`config.mk`:
```
export PLATFORM = sky130hd
export DESIGN_NAME = ipc_key_scheduler
export DESIGN_NICKNAME = d
export VERILOG_FILES = /design/src/rtl/ipc_key_scheduler.sv
export SDC_FILE = /design/constraint.sdc
export NUM_CORES = 1
export LEC_CHECK = 0
export ABC_AREA = 1
export CORE_MARGIN = 2
export CORE_UTILIZATION = 43
export DETAILED_ROUTE_END_ITERATION = 8
export PLACE_DENSITY = 0.65
export SYNTH_ARGS = -nofsm -noshare
export SYNTH_HDL_FRONTEND = slang
export SYNTH_SLANG_ARGS = --single-unit
```
`constraint.sdc`:
```
create_clock -name clk -period 5.1 [get_ports clk]
set_clock_uncertainty 0.2 [all_clocks]
set_input_delay 1.275 -clock clk [delete_from_list [all_inputs] [get_ports clk]]
set_output_delay 1.275 -clock clk [all_outputs]
set_load 0.005 [all_outputs]
```
`src/rtl/ipc_key_scheduler.sv`:
```
// IPC command decoder and multi-key reply sequencer with a key event FIFO.
// Optional build macro IPC_FIFO_FLUSH_EN enables cmd 9 (flush FIFO, clear overflow).
module ipc_key_scheduler #(
    parameter int FIFO_DEPTH = 8,
    parameter int MAX_KEYS   = 7
) (
    input  logic       clk,
    input  logic       reset,
    input  logic       ipc_bit_strobe,
    input  logic       ipc_bit,
    output logic       ipc_reply_bit,
    output logic       ipc_busy,
    input  logic       key_valid,
    input  logic [8:0] key_code,
    input  logic       key_pressed,
    output logic [4:0] fifo_count,
    output logic       overflow
);
    // state   | meaning
    // S_IDLE  | collecting 4-bit command nibbles from the CPU
    // S_REPLY | shifting a status or keyboard reply out, one bit per strobe
    typedef enum logic {S_IDLE, S_REPLY} state_t;

    localparam int         AW     = (FIFO_DEPTH > 1) ? $clog2(FIFO_DEPTH) : 1;
    localparam logic [4:0] DEPTH5 = 5'(FIFO_DEPTH);
    localparam logic [4:0] MAXK5  = 5'(MAX_KEYS);

    state_t state, state_nxt;

    logic [8:0]    mem [FIFO_DEPTH];
    logic [AW-1:0] wr_ptr, rd_ptr;
    logic [1:0]    nib_cnt;
    logic [2:0]    cmd;
    logic [11:0]   sh;
    logic [6:0]    rem;
    logic [3:0]    seg_left;
    logic [2:0]    rec_left;

    logic [3:0]  cmd_word;
    logic [4:0]  n_clip;
    logic [2:0]  n_keys;
    logic [6:0]  kbd_len;
    logic [8:0]  head;
    logic [11:0] rec_word;
    logic        full, pop, push_ok, drop;
    logic        load_status, load_kbd, flush, shift_bit, seg_end;

    assign cmd_word = {cmd, ipc_bit};
    assign full     = (fifo_count == DEPTH5);
    assign n_clip   = (fifo_count > MAXK5) ? MAXK5 : fifo_count;
    assign n_keys   = n_clip[2:0];
    assign kbd_len  = 7'd4 + 7'(n_keys) * 7'd12;
    assign head     = mem[rd_ptr];
    assign rec_word = {1'b0, head[8:6], 2'b00, head[5:0]};
    assign ipc_busy = (state == S_REPLY);

    // A record is popped as the last bit of the previous segment leaves the shifter.
    assign pop     = seg_end;
    assign push_ok = key_valid && !flush && (!full || pop);
    assign drop    = key_valid && full && !pop && !flush;

    always_ff @(posedge clk or posedge reset) begin
        if (reset) state <= S_IDLE;
        else       state <= state_nxt;
    end

    always_comb begin
        state_nxt   = state;
        load_status = 1'b0;
        load_kbd    = 1'b0;
        flush       = 1'b0;
        shift_bit   = 1'b0;
        seg_end     = 1'b0;
        case (state)
            S_IDLE: begin
                if (ipc_bit_strobe && nib_cnt == 2'd3) begin
                    if (cmd_word == 4'h1) begin
                        load_status = 1'b1;
                        state_nxt   = S_REPLY;
                    end else if (cmd_word == 4'h8) begin
                        load_kbd  = 1'b1;
                        state_nxt = S_REPLY;
                    end
`ifdef IPC_FIFO_FLUSH_EN
                    else if (cmd_word == 4'h9) begin
                        flush = 1'b1;
                    end
`endif
                end
            end
            S_REPLY: begin
                if (ipc_bit_strobe) begin
                    shift_bit = 1'b1;
                    seg_end   = (seg_left == 4'd1) && (rec_left != 3'd0);
                    if (rem == 7'd1) state_nxt = S_IDLE;
                end
            end
            default: state_nxt = S_IDLE;
        endcase
    end

    always_ff @(posedge clk or posedge reset) begin
        if (reset) begin
            nib_cnt       <= 2'd0;
            cmd           <= 3'd0;
            sh            <= 12'd0;
            rem           <= 7'd0;
            seg_left      <= 4'd0;
            rec_left      <= 3'd0;
            ipc_reply_bit <= 1'b0;
        end else begin
            if (ipc_bit_strobe && state == S_IDLE) begin
                nib_cnt <= nib_cnt + 2'd1;
                if (nib_cnt == 2'd3) begin
                    cmd           <= 3'd0;
                    ipc_reply_bit <= 1'b0;
                end else begin
                    cmd <= cmd_word[2:0];
                end
            end
            if (load_status) begin
                sh       <= {6'b0, overflow, fifo_count != 5'd0, 4'b0};
                rem      <= 7'd8;
                seg_left <= 4'd8;
                rec_left <= 3'd0;
            end else if (load_kbd) begin
                sh       <= {key_pressed, n_keys, 8'b0};
                rem      <= kbd_len;
                seg_left <= 4'd4;
                rec_left <= n_keys;
            end else if (shift_bit) begin
                ipc_reply_bit <= sh[11];
                rem           <= rem - 7'd1;
                if (seg_end) begin
                    sh       <= rec_word;
                    seg_left <= 4'd12;
                    rec_left <= rec_left - 3'd1;
                end else begin
                    sh       <= {sh[10:0], 1'b0};
                    seg_left <= seg_left - 4'd1;
                end
            end
        end
    end

    always_ff @(posedge clk or posedge reset) begin
        if (reset) begin
            wr_ptr     <= '0;
            rd_ptr     <= '0;
            fifo_count <= 5'd0;
            overflow   <= 1'b0;
        end else begin
            if (flush) begin
                wr_ptr     <= '0;
                rd_ptr     <= '0;
                fifo_count <= 5'd0;
            end else begin
                if (push_ok) wr_ptr <= wr_ptr + 1'b1;
                if (pop)     rd_ptr <= rd_ptr + 1'b1;
                if (push_ok && !pop)      fifo_count <= fifo_count + 5'd1;
                else if (pop && !push_ok) fifo_count <= fifo_count - 5'd1;
            end
            // A fresh drop wins over a same-cycle clear so the event is not lost.
            if (drop)                          overflow <= 1'b1;
            else if (load_status || flush)     overflow <= 1'b0;
        end
    end

    always_ff @(posedge clk) begin
        if (push_ok) mem[wr_ptr] <= key_code;
    end
endmodule

```
==> run metrics, run 1 <==
Num CTS Buffers=17; total power=3.88 mW; CTS tree=yes; number of global-route vias before repair=3864; hold path depth=2; CP arrival=3.92 ns; area grow syn2layout=18.2%; nets=around 610; post-route minimum period=between 3 and 4 ns; Clock transition at path regs=0.05 ns; Max Buffers Root-to-Sink=2; Req. time, crit path=5.18 ns; GR Overflow Total=0; reg2reg start=seg_left[1]$_DFFE_PP0P_; GP Congestion=0.860; status=finished clean; Total GRT Usage=19.1%; global-route wire length before repair=roughly 20000 um; largest net degree at the start of global routing=46; Hold Path End=sh[8]$_DFFE_PP0P_; CP peak stage delay=0.57 ns; crit-path cells=clkdlybuf4s50_1, nand3_1, nand2_1, nand2_1, inv_1, ha_1, inv_1, fa_1, a21oi_1, nor2_1, o21ai_0, nand3_1, xnor2_1; largest family of logic cells by synthesized area=simple AND/OR/NAND/NOR gates; drt pass-1 iters=5; final worst path period share=between 70% and 80%; Die ar.=13600 um2; crit path kind=input port to register; Post-CTS Resized=0; post-synth cell types=33; hold crit path type=register to register; CP Capture Type=register; register area share after synthesis=60.4%; RSZ-0062 raised after global routing=no; H-tree depth=4; syn avg cell area=9.87 um2; mux cell area share after synthesis=0%; worst skew pair latency=0.41 ns; crit start category=input port; Initial Util=~44%; hold_buf cts=0; fin. max-slew vios=0; share of layout cells above drive strength 1=under 10%; vias per std cell=5.12; max cap viols=0; Final TNS setup=0 ns; CTS root buf=clkbuf_16; area leader, netlist=edfxtp_1; Die Y=around 120 um; Iter 0 DRT Violations=between 300 and 400; Synth Register Bits=117; Num Clock Sinks=117; CP Max Fanout=7; die width=117 um; R2R depth=16; LEAKAGE=~2.7 nW; Hold Startpoint=sh[8]$_DFFE_PP0P_; I/O pin count=23; fmax=0.260 GHz; relative slew slack=between 30% and 40%; Fin. Hold Viols=0; Post-Syn Instances=552; number of buffers added on ports=22; share of the synthesized area in the top cell type=39.7%; Synth Area in Simple Gates=20.9%; WL/cell=15.8 um; post-synthesis adder-cell area fraction=4.64%; Power Density=603 nW/um2; Vias=3903; row cnt=41; Yosys warnings=0; Setup violations, final=0; peak supply drop=around 320 uV; ant diodes=0; Post-CTS Setup Bufs=0; Post-Route WL=12000 um; ANT nets after route=0; R2R Setup Slk=approximately 1.9 ns; Synth area leaders=edfxtp_1, dfrtp_1, nand2_1, nand3_1, ha_1; worst-margin pin slew=roughly 1.0 ns; Core Region=around 13000 um2; hpwl dp=8050 um; syn_nets=586; Synth Area in XOR/XNOR=approximately 1.9%; DRC=0; Compound-Gate Fraction of Synth Area=7.33%; antenna violations before repair=0; mapped cell area=5450 um2; Max stage delay cell, worst path=clkdlybuf4s50_1; Critical R2R Capture=fifo_count[4]$_DFFE_PP0P_; fillers=around 1.1k
area by class of cell:
cell class	count	area (um2)	area share, %
Timing Repair Buffer	24	235	3.65
Tap cell	172	215	3.34
Inverter	53	199	3.09
Sequential cell	117	3290	51.1
Clock inverter	13	184	2.86
Multi-Input combinational cell	366	1890	29.4
Clock buffer	17	425	6.61
layout by cell type, fill, tap and decap left out:
master	n
o22ai_1	3
o211ai_1	6
inv_2	1
a22oi_1	1
a211oi_1	1
nand2b_1	1
nor3_2	1
bufinv_16	4
nor4_1	1
nor2_2	2
nor2_1	34
clkinvlp_4	2
a21oi_1	20
clkinv_2	2
nand2_2	1
xor2_1	7
clkdlybuf4s50_1	22
xnor2_1	5
nand2_1	146
inv_6	1
o21ai_1	4
fa_1	2
o21ai_0	35
nor2_4	1
clkinv_4	3
ha_1	17
clkinv_1	2
clkbuf_16	17
o31ai_1	2
inv_1	51
edfxtp_1	72
or2_1	1
a32o_1	1
nand4_2	1
dfrtp_1	45
nand3_1	70
nor3_4	2
buf_4	2
nand4_1	1
worst max-delay path, delay by kind of cell:
| kind | cells | cell delay [ns] |
|---|---|---|
| AOI/OAI and AO/OA | 2 | 0.31 |
| and+or+nand+nor | 5 | 0.78 |
| xor gates and xnor gates | 1 | 0.16 |
| buffers and inverters | 3 | 0.80 |
| adders and majority gates | 2 | 0.59 |
stage by stage:
step	hold slack (ns)	cell area, um2	std cells	setup slack, ns	utilization [%]
after floorplan	0.244	5450	552	1.89	-
after global placement	0.259	5830	732	1.05	46.6
after detailed placement	0.266	5830	732	0.904	46.6
after CTS	0.278	6440	762	1.29	51.4
after global routing	0.306	6440	762	1.10	51.4
final	0.271	6440	762	1.26	51.4
registers in the layout (all words and copies together), names as in the netlist:
| register | flops |
|---|---|
| mem | 72 |
| sh | 12 |
| rem | 7 |
| fifo_count | 5 |
| seg_left | 4 |
| cmd | 3 |
| rd_ptr | 3 |
| rec_left | 3 |
| wr_ptr | 3 |
| nib_cnt | 2 |
| ipc_busy | 1 |
| ipc_reply_bit | 1 |
| overflow | 1 |
where the power goes:
| group | internal [mW] | total (mW) | switching, mW |
|---|---|---|---|
| combinational | 0.452 | 1.24 | 0.787 |
| sequential | 1.26 | 1.42 | 0.158 |
| clock | 0.810 | 1.23 | 0.416 |
| total | 2.52 | 3.88 | 1.36 |
kinds of logic (layout without fill, tap and decap cells):
logic type,count (synthesis),after routing
XOR/XNOR,12,12
adder cells (fa/ha/maj),19,19
buffers and inverters,69,107
AND/OR/NAND/NOR,262,262
AO/OA/AOI/OAI,73,73
flip-flops,117,117
Yosys cell counts (all sizes together):
cell type and instances:
nand2 147, edfxtp 72, nand3 70, inv 52
dfrtp 45, o21ai 39, nor2 37, a21oi 20
ha 17, buf 8, clkbuf 8, xor2 7
o211ai 6, xnor2 5, nor3 3, o22ai 3
fa 2, nand4 2, o31ai 2, a211oi 1
a22oi 1, a32o 1, clkinv 1, nand2b 1
nor4 1, or2 1
per-layer routing:
metal | vias to the layer above | GRT usage [%] | share of wire [%]
li1 | 1913 | - | -
met1 | 1874 | 24.1 | 44
met2 | 97 | 32.1 | 50
met3 | 19 | 4.98 | 4.1
met4 | 0 | 6.90 | 1.8
met5 | - | 0 | 0
how the worst max path moves through the flow:
stage / end / cells after the start / slack [ns] / startpoint
CTS: fifo_count[4]$_DFFE_PP0P_ / 13 / 1.29 / ipc_bit_strobe
floorplan: fifo_count[4]$_DFFE_PP0P_ / 12 / 1.89 / ipc_bit_strobe
detailed placement: fifo_count[4]$_DFFE_PP0P_ / 13 / 0.90 / ipc_bit_strobe
global route: fifo_count[4]$_DFFE_PP0P_ / 13 / 1.10 / ipc_bit_strobe
finish: fifo_count[4]$_DFFE_PP0P_ / 13 / 1.26 / ipc_bit_strobe
global placement: fifo_count[4]$_DFFE_PP0P_ / 13 / 1.05 / ipc_bit_strobe
No activity file was read; power rests on OpenSTA's default activity.
==> run 2: changes to the inputs <==
==> constraint.sdc (replaced) <==
create_clock -name clk -period 3.6 [get_ports clk]
set_clock_uncertainty 0.2 [all_clocks]
set_input_delay 0.9 -clock clk [delete_from_list [all_inputs] [get_ports clk]]
set_output_delay 0.9 -clock clk [all_outputs]
set_load 0.005 [all_outputs]
==> run metrics, run 2 (synthesis results as in run 1) <==
ANT nets after route=0 (unchanged); Max Buffers Root-to-Sink=2 (unchanged); Num CTS Buffers=17 (unchanged); global-route wire length before repair=19900 um (was 19400 um); CTS tree=yes (unchanged); Req. time, crit path=3.70 ns (was 5.18 ns); Hold Startpoint=sh[8]$_DFFE_PP0P_ (unchanged); status=finished clean (unchanged); R2R depth=14 (was 16); R2R Setup Slk=0.60 ns (was 1.87 ns); CP Capture Type=register (unchanged); area grow syn2layout=19.3% (was 18.2%); most frequent cells in the layout=nand2_1, edfxtp_1, nand3_1, inv_1, dfrtp_1 (unchanged); LEAKAGE=2.73 nW (was 2.68 nW); relative slew slack=36.2% (was 30.3%); fin. max-slew vios=0 (unchanged); hold_buf cts=0 (unchanged); Vias=4018 (was 3903); crit path kind=input port to register (unchanged); biggest regs=mem: 72 flops, sh: 12 flops, rem: 7 flops (unchanged); CTS root buf=clkbuf_16 (unchanged); Largest Register=mem (unchanged); I/O pin count=23 (unchanged); antenna violations before repair=0 (unchanged); largest net degree at the start of global routing=46 (unchanged); worst-margin pin slew=0.956 ns (was 1.04 ns); net switching power=1.93 mW (was 1.36 mW); RSZ-0062 raised after global routing=no (unchanged); Iter 0 DRT Violations=303 (was 398); commonest non-fill, non-tap cell in the layout=nand2_1 (unchanged); post-route minimum period=between 3 and 4 ns; Post-CTS Setup Bufs=0 (unchanged); H-tree depth=4 (unchanged); Power Density=830 nW/um2 (was 603 nW/um2); Core Region=12500 um2 (unchanged); number of global-route vias before repair=3989 (was 3864); worst skew pair latency=0.41 ns (about the same); Cell Count, Final, Fillers Out=777 (was 762); GP Congestion=0.848 (was 0.860); row cnt=41 (unchanged); WL/cell=15.4 um (was 15.8 um); Util after Layout=51.9% (was 51.4%); nets=627 (was 613); Reg power frac=37.5% (was 36.5%); crit start category=input port (unchanged); share of layout cells above drive strength 1=8.76% (was 6.78%); final worst path period share=86.2%; peak supply drop=440 uV (was 322 uV); number of buffers added on ports=22 (unchanged); Die ar.=13600 um2 (unchanged); Final TNS setup=0 ns (unchanged); GR Overflow Total=0 (unchanged); hpwl dp=7680 um (was 8050 um); reg2reg start=fifo_count[0]$_DFFE_PP0P_ (was seg_left[1]$_DFFE_PP0P_); Num Clock Sinks=117 (unchanged); fillers=1127 (was 1148); switching share of power=35.8% (was 35.0%); Total GRT Usage=19.6% (was 19.1%); CP Max Fanout=5 (was 7); hold crit path type=register to register (unchanged); Internal=3.46 mW (was 2.52 mW); CP arrival=3.20 ns (was 3.92 ns); # placed instances=746 (was 732); register area=3290 um2 (unchanged); max FFs per register=72 (unchanged); Initial Util=43.5% (unchanged); ant diodes=0 (unchanged); Hold Path End=sh[8]$_DFFE_PP0P_ (unchanged); Setup violations, final=0 (unchanged); fmax=0.322 GHz; combinational group share of total power=32.6% (was 31.9%); die width=117 um (unchanged); area of the multi-input gates=1890 um2 (unchanged); hold path depth=2 (unchanged); Die Y=117 um (unchanged); Post-CTS Resized=0 (unchanged); Clock transition at path regs=0.06 ns (was 0.05 ns); Clk pwr share=29.9% (was 31.6%); DRC=0 (unchanged); drt pass-1 iters=5 (unchanged); Post-Route WL=11900 um (was 12000 um); Fin. Hold Viols=0 (unchanged); Critical R2R Capture=fifo_count[4]$_DFFE_PP0P_ (unchanged); vias per std cell=5.17 (was 5.12); max cap viols=0 (unchanged)
run 2: worst max-delay path: stages:
cell,delay [ns]
clkdlybuf4s50_1,0.52
nand3_1,0.15
nand2_1,0.11
nand2_1,0.08
inv_1,0.13
ha_1,0.18
inv_1,0.10
fa_1,0.42
a21oi_1,0.14
nor2_1,0.07
o21ai_0,0.14
nand3_1,0.11
xnor2_1,0.14
run 2: worst max-delay path by stage:
stage | startpoint | to | slack (ns)
final | ipc_bit_strobe | fifo_count[4]$_DFFE_PP0P_ | 0.50
after global routing | ipc_bit_strobe | fifo_count[4]$_DFFE_PP0P_ | 0.33
after CTS | ipc_bit_strobe | fifo_count[4]$_DFFE_PP0P_ | 0.51
after detailed placement | ipc_bit_strobe | fifo_count[4]$_DFFE_PP0P_ | 0.11
after global placement | ipc_bit_strobe | fifo_count[4]$_DFFE_PP0P_ | 0.19
after floorplan | ipc_bit_strobe | fifo_count[4]$_DFFE_PP0P_ | 0.77
run 2: power groups by stage:
stage,clock network (mW),logic (mW),registers (mW)
6_report,1.61,1.76,2.02
5_1_grt,1.70,2.02,2.06
4_1_cts,1.63,1.77,2.02
3_5_place_dp,0,1.76,2.04
3_3_place_gp,0,1.69,2.03
2_1_floorplan,0,1.29,1.97
run 2: routing by layer:
layer	part of all wire, %	vias to the layer above	track usage, %
li1	-	1943	-
met1	44	1962	23.9
met2	50	93	32.8
met3	4.6	20	5.14
met4	2.0	0	8.55
met5	0	-	0
run 2: cell type report:
cell class,count,share of cell area [%]
tap,172,3.31
clock inverter,13,2.08
timing repair buffer,38,5.24
inverter,53,3.06
clock buffer,18,6.60
sequential,117,50.6
multi-input combinational,366,29.1
run 2: per-stage QoR:
step	area, um2	power, mW	setup slack (ns)	hold WS (ns)
global route	6500	5.78	0.329	0.305
global placement	5940	3.72	0.191	0.260
detailed placement	5940	3.80	0.107	0.271
finish	6500	5.40	0.496	0.279
floorplan	5450	3.26	0.770	0.244
CTS	6500	5.43	0.510	0.283
